**config.mk**
```make
export PLATFORM = sky130hd
export DESIGN_NAME = speed_estimator
export DESIGN_NICKNAME = d
export VERILOG_FILES = /design/src/rtl/speed_estimator.sv
export SDC_FILE = /design/constraint.sdc
export NUM_CORES = 1
export LEC_CHECK = 0
export BUFFER_PORTS_ARGS = -buffer_cell sky130_fd_sc_hd__clkbuf_2
export CAP_MARGIN = 20
export CORE_UTILIZATION = 60
export DETAILED_ROUTE_END_ITERATION = 12
export PLACE_DENSITY = 0.8
export SLEW_MARGIN = 10
export SYNTH_ARGS = -nofsm -noshare
export SYNTH_HDL_FRONTEND = slang
export SYNTH_SLANG_ARGS = --single-unit
```
**constraint.sdc**
```tcl
create_clock -name clk -period 4.45 [get_ports clk]
set_input_delay 0.2225 -clock clk [delete_from_list [all_inputs] [get_ports clk]]
set_output_delay 0.2225 -clock clk [all_outputs]
set_load 0.03 [all_outputs]
```
**src/rtl/speed_estimator.sv**
```systemverilog
// Motor speed estimator: captures signed encoder counts at each window end
// and reports a 4-window moving average, a stall indication and an overrun flag.
module speed_estimator #(
    parameter int unsigned STALL_WINDOWS = 8
) (
    input  logic              clk,
    input  logic              reset,
    input  logic              tick,
    input  logic [7:0]        count_in,
    input  logic              dir_in,
    output logic signed [8:0] speed,
    output logic signed [8:0] sample,
    output logic              speed_valid,
    output logic              stalled,
    output logic              overrun
);

    localparam int unsigned SW   = 9;
    localparam int unsigned SUMW = 11;
    localparam int unsigned CNTW = 8;
    localparam logic [CNTW-1:0] STALL_MAX = CNTW'(STALL_WINDOWS);

    localparam logic [1:0] SYNC = 2'd0;
    localparam logic [1:0] ACQ  = 2'd1;
    localparam logic [1:0] CALC = 2'd2;
    localparam logic [1:0] OUT  = 2'd3;

    logic [1:0]             state;
    logic [1:0]             state_nxt;
    logic                   tick_q;
    logic                   fall_c;
    logic                   valid_q;
    logic signed [SW-1:0]   hist [0:3];
    logic signed [SW-1:0]   new_sample_c;
    logic signed [SUMW-1:0] sum_c;
    logic [CNTW-1:0]        stall_cnt;
    logic [CNTW-1:0]        stall_cnt_nxt_c;

    assign fall_c = tick_q & ~tick;

    // Sign the magnitude by direction; zero stays zero for either direction.
    always_comb begin
        new_sample_c = SW'(count_in);
        if (dir_in) begin
            new_sample_c = -SW'(count_in);
        end
    end

    always_comb begin
        sum_c = SUMW'(hist[0]) + SUMW'(hist[1]) + SUMW'(hist[2]) + SUMW'(hist[3]);
    end

    always_comb begin
        stall_cnt_nxt_c = '0;
        if (hist[0] == '0) begin
            stall_cnt_nxt_c = (stall_cnt == STALL_MAX) ? stall_cnt : stall_cnt + CNTW'(1);
        end
    end

    always_ff @(posedge clk) begin
        if (reset) begin
            state <= SYNC;
        end else begin
            state <= state_nxt;
        end
    end

    always_comb begin
        state_nxt = state;
        case (state)
            SYNC: if (fall_c) state_nxt = ACQ;
            ACQ:  if (fall_c) state_nxt = CALC;
            CALC: state_nxt = OUT;
            OUT:  state_nxt = ACQ;
            default: state_nxt = SYNC;
        endcase
    end

    // Outputs are loaded at the end of CALC so they are visible during OUT,
    // two clocks after the capture cycle.
    always_ff @(posedge clk) begin
        if (reset) begin
            tick_q    <= 1'b0;
            valid_q   <= 1'b0;
            speed     <= '0;
            sample    <= '0;
            stalled   <= 1'b0;
            overrun   <= 1'b0;
            stall_cnt <= '0;
            for (int i = 0; i < 4; i++) begin
                hist[i] <= '0;
            end
        end else begin
            tick_q  <= tick;
            valid_q <= 1'b0;
            if (fall_c && (state == CALC || state == OUT)) begin
                overrun <= 1'b1;
            end
            if (state == ACQ && fall_c) begin
                hist[3] <= hist[2];
                hist[2] <= hist[1];
                hist[1] <= hist[0];
                hist[0] <= new_sample_c;
            end
            if (state == CALC) begin
                speed     <= SW'(sum_c >>> 2);
                sample    <= hist[0];
                valid_q   <= 1'b1;
                stall_cnt <= stall_cnt_nxt_c;
                stalled   <= (stall_cnt_nxt_c == STALL_MAX);
            end
        end
    end

    // A reset arriving in OUT must suppress the strobe already registered.
    assign speed_valid = valid_q & ~reset;

endmodule

```
==> metrics.md <==
| Metric | Value |
|---|---|
| Status | finished clean |
| Worst EP required | 4.68 ns |
| Fin crit period | 3.37 ns |
| Synth Area in XOR/XNOR | 2.78% |
| Power share of the combinational group | 26.5% |
| Number of diodes | 0 |
| Final Max Slew Viols | 0 |
| Hold crit path type | primary input to register |
| Final ANT Viol Nets | 0 |
| WP data arrival | 3.60 ns |
| Yosys top cell by area | edfxtp_1 |
| Final setup viols | 0 |
| WL/cell | 14.9 um |
| Seq pwr share | 41.8% |
| Worst Slack Setup Final | 1.08 ns |
| Critical path class | register to register |
| Syn Area/Cell | 9.96 um^2 |
| Post-Synth Simple-Gate Area | 17.0% |
| DRC | 0 |
| Fin crit share | 75.8% |
| Vias in the first global route | 2,665 |
| Post-Syn Area | 3790 um^2 |
| Max-cap viol count | 0 |
| Synth async-reset ratio | 0% |
| Main combinational cell family by area after synthesis | simple AND/OR/NAND/NOR gates |
| Number of enable flip-flop cells after synthesis | 36 |
| Clock Latency Late Sink | 0.35 ns |
| CTS buffer count | 9 |
| Synth Area in Adders | 15.3% |
| # nets final | 460 |
| Fillcell total | 463 |
| CP endpoint kind | register |
| Internal cell power | 0.00122 W |
| Sink Count | 68 |
| Via count | 2,757 |
| Synth area leaders | edfxtp_1 29%, dfxtp_1 17%, fa_1 10% |
| Fin Clk Skew | 0.0109 ns |
| CTS clock-pin slew for the worst setup and hold paths | 0.08 ns |
| Drt initial violations | 120 |
| Die Height | 81.4 um |
| # H-tree levels | 3 |
| Max Clock Freq | 297 MHz |
| CTS tree | yes |
| Total detailed-routing wirelength | 7350 um |
| Gr ovfl total | 0 |
| Die ar. | 6630 um^2 |
| NetSw | 0.000553 W |
| Buffers on Ports | 32 |
| Total leakage power | 1.81 nW |
| Cts hold-fix bufs | 0 |
| Layout cells sized above 1 | 13.6% |
| Post-synthesis compound-gate area fraction | 8.99% |
| Final-report hold violation count | 0 |
| DRT Pass-1 Iters | 4 |
| Max FO, Critical Path | 2 |
| Cells after synthesis | 380 |
| Pre-CTS setup slack | 1.06 ns |
| Vias per inst | 5.59 |
| Initial antenna violation count | 0 |
| Normalized max-slew margin | 52.2% |
| Yosys warning count | 0 |
| Most common flop cell mapped by yosys | edfxtp_1 |
| Post-synth top area share | 28.6% |
| Fin Setup TNS | 0 ns |
| Area after DPL | 4000 um^2 |
| Clk root buf | clkbuf_8 |
| CORE AREA | 5990 um^2 |
| Core Rows | 28 |
| I/O pins | 33 |
| Synth-to-Final Area Change | 12.6% |
| Power Dens Cells | 416 nW/um^2 |
| Global-route usage over all layers | 25.1% |
| Global-route wire length before repair | 12,300 um |
| Post-synthesis sequential area ratio | 45.5% |
| Startpoint Class | register |
| Sw frac | 31.1% |
| DP HPWL | 5220 um |
| Slew @ Worst Pin | 0.717 ns |
| Multiplexer share of the synthesized area | 3.70% |
| #FFs+latches synth | 68 |
| Largest net degree at the start of global routing | 37 |
| Initial Utilization | 63.2% |
| Maximum vdd ir drop | 0.230 mV |
| Setup Buffers After CTS | 0 |
| RSZ-0062 raised after global routing | no |
| Syn Nets | 427 |
| Post-cts sizing count | 0 |
| Die X | 81.4 um |
| Finished Cell Area | 4260 um^2 |
| Netlist cell types | 48 |
| GPL Wtd Cong | 0.884 |
| Clock power share | 31.7% |
| Clk buf depth | 2 |
[worst max-delay path: stages, from the launching register on]
cell       delay, ns
edfxtp_1        0.33
inv_1           0.05
fa_1            0.52
inv_1           0.05
fa_1            0.47
nand2_1         0.08
nor2_1          0.05
fa_1            0.39
a21o_1          0.21
a211o_1         0.30
a2111oi_0       0.52
or4_1           0.21
nand3_1         0.07
[sequential cells by signal, indices dropped and copies added (netlist names)]
register,count
hist,36
overrun,1
sample,9
speed,9
stall_cnt,8
stalled,1
state,2
tick_q,1
valid_q,1
[cells in the mapped netlist (2+ instances only)]
cell       instances
edfxtp_1          36
nand3_1           14
o21a_1             3
clkbuf_1          11
nor2b_1            4
fa_1              19
a211oi_1           2
inv_1             55
nor3_1            10
nand2b_1           2
mux2i_1           14
nor2_1            58
ha_1              16
or3b_2             4
nand4_1            2
or3_1              2
dfxtp_1           32
o21ai_0           11
and3_1             7
o31ai_1            4
and2_1             7
xnor2_1            6
o2111ai_1          2
a21oi_1           15
o311a_1            2
a21o_1             2
nand2_1           13
or4_1              2
xor2_1             6
[power groups by stage]
stage | clock network [W] | registers [W] | logic (W)
after floorplan | 0 | 0.000786 | 0.000315
after global placement | 0 | 0.000753 | 0.000440
after detailed placement | 0 | 0.000755 | 0.000455
after CTS | 0.000569 | 0.000742 | 0.000459
after global routing | 0.000594 | 0.000747 | 0.000528
final | 0.000563 | 0.000741 | 0.000470
[through the flow]
stage                     hold slack [ns]  util [%]  instances  power, W
final                              0.0995      71.2        493   0.00177
after global routing                0.109      71.2        493   0.00187
after floorplan                     0.351         -        380   0.00110
after detailed placement            0.441      66.7        475   0.00121
after global placement              0.433      66.7        475   0.00119
after CTS                          0.0924      70.5        491   0.00177
[cell type report]
cell class                 instances  area, um^2  share of cell area, %
multi-input combinational        244        1810                   42.4
inverter                          55         206                   4.84
tap                               75        93.8                   2.20
timing repair buffer              35         206                   4.84
clock inverter                     5        53.8                   1.26
sequential                        68        1720                   40.4
clock buffer                      11         174                   4.08
[layout by cell type (no fill, tap or decap), drive strengths merged, types with 3 or more instances in the layout]
| master | instances |
|---|---|
| or3b | 4 |
| nor3 | 10 |
| o21ai | 11 |
| nand3 | 15 |
| dfxtp | 32 |
| buf | 3 |
| ha | 16 |
| nor2b | 4 |
| nand2 | 13 |
| fa | 19 |
| clkbuf | 43 |
| xnor2 | 6 |
| and2 | 7 |
| o21a | 3 |
| xor2 | 6 |
| a21oi | 15 |
| mux2i | 14 |
| clkinv | 3 |
| edfxtp | 36 |
| and3 | 8 |
| o31ai | 4 |
| nor2 | 58 |
| inv | 56 |
[path summary, 6_finish.rpt]
path	startpoint	end	cells after the start	slack (ns)
setup / recovery	hist[3][1]	speed[7]	12	1.08
setup reg to reg	hist[3][1]	speed[7]	12	1.08
hold reg to reg	overrun	overrun	2	0.45
hold / removal	tick	tick_q	2	0.1
[cell families after synthesis]
family	Yosys count
buf+inv	68
xor+xnor	12
simple gates	131
mux	14
compound gates	52
fa+ha+maj	35
flops	68
[routing by layer]
layer | wire length [um] | track usage [%]
met1 | 3280 | 32.0
met2 | 3650 | 41.6
met3 | 306 | 5.89
met4 | 114 | 9.11
met5 | 0 | 0
No activity file was read; power rests on OpenSTA's default activity.
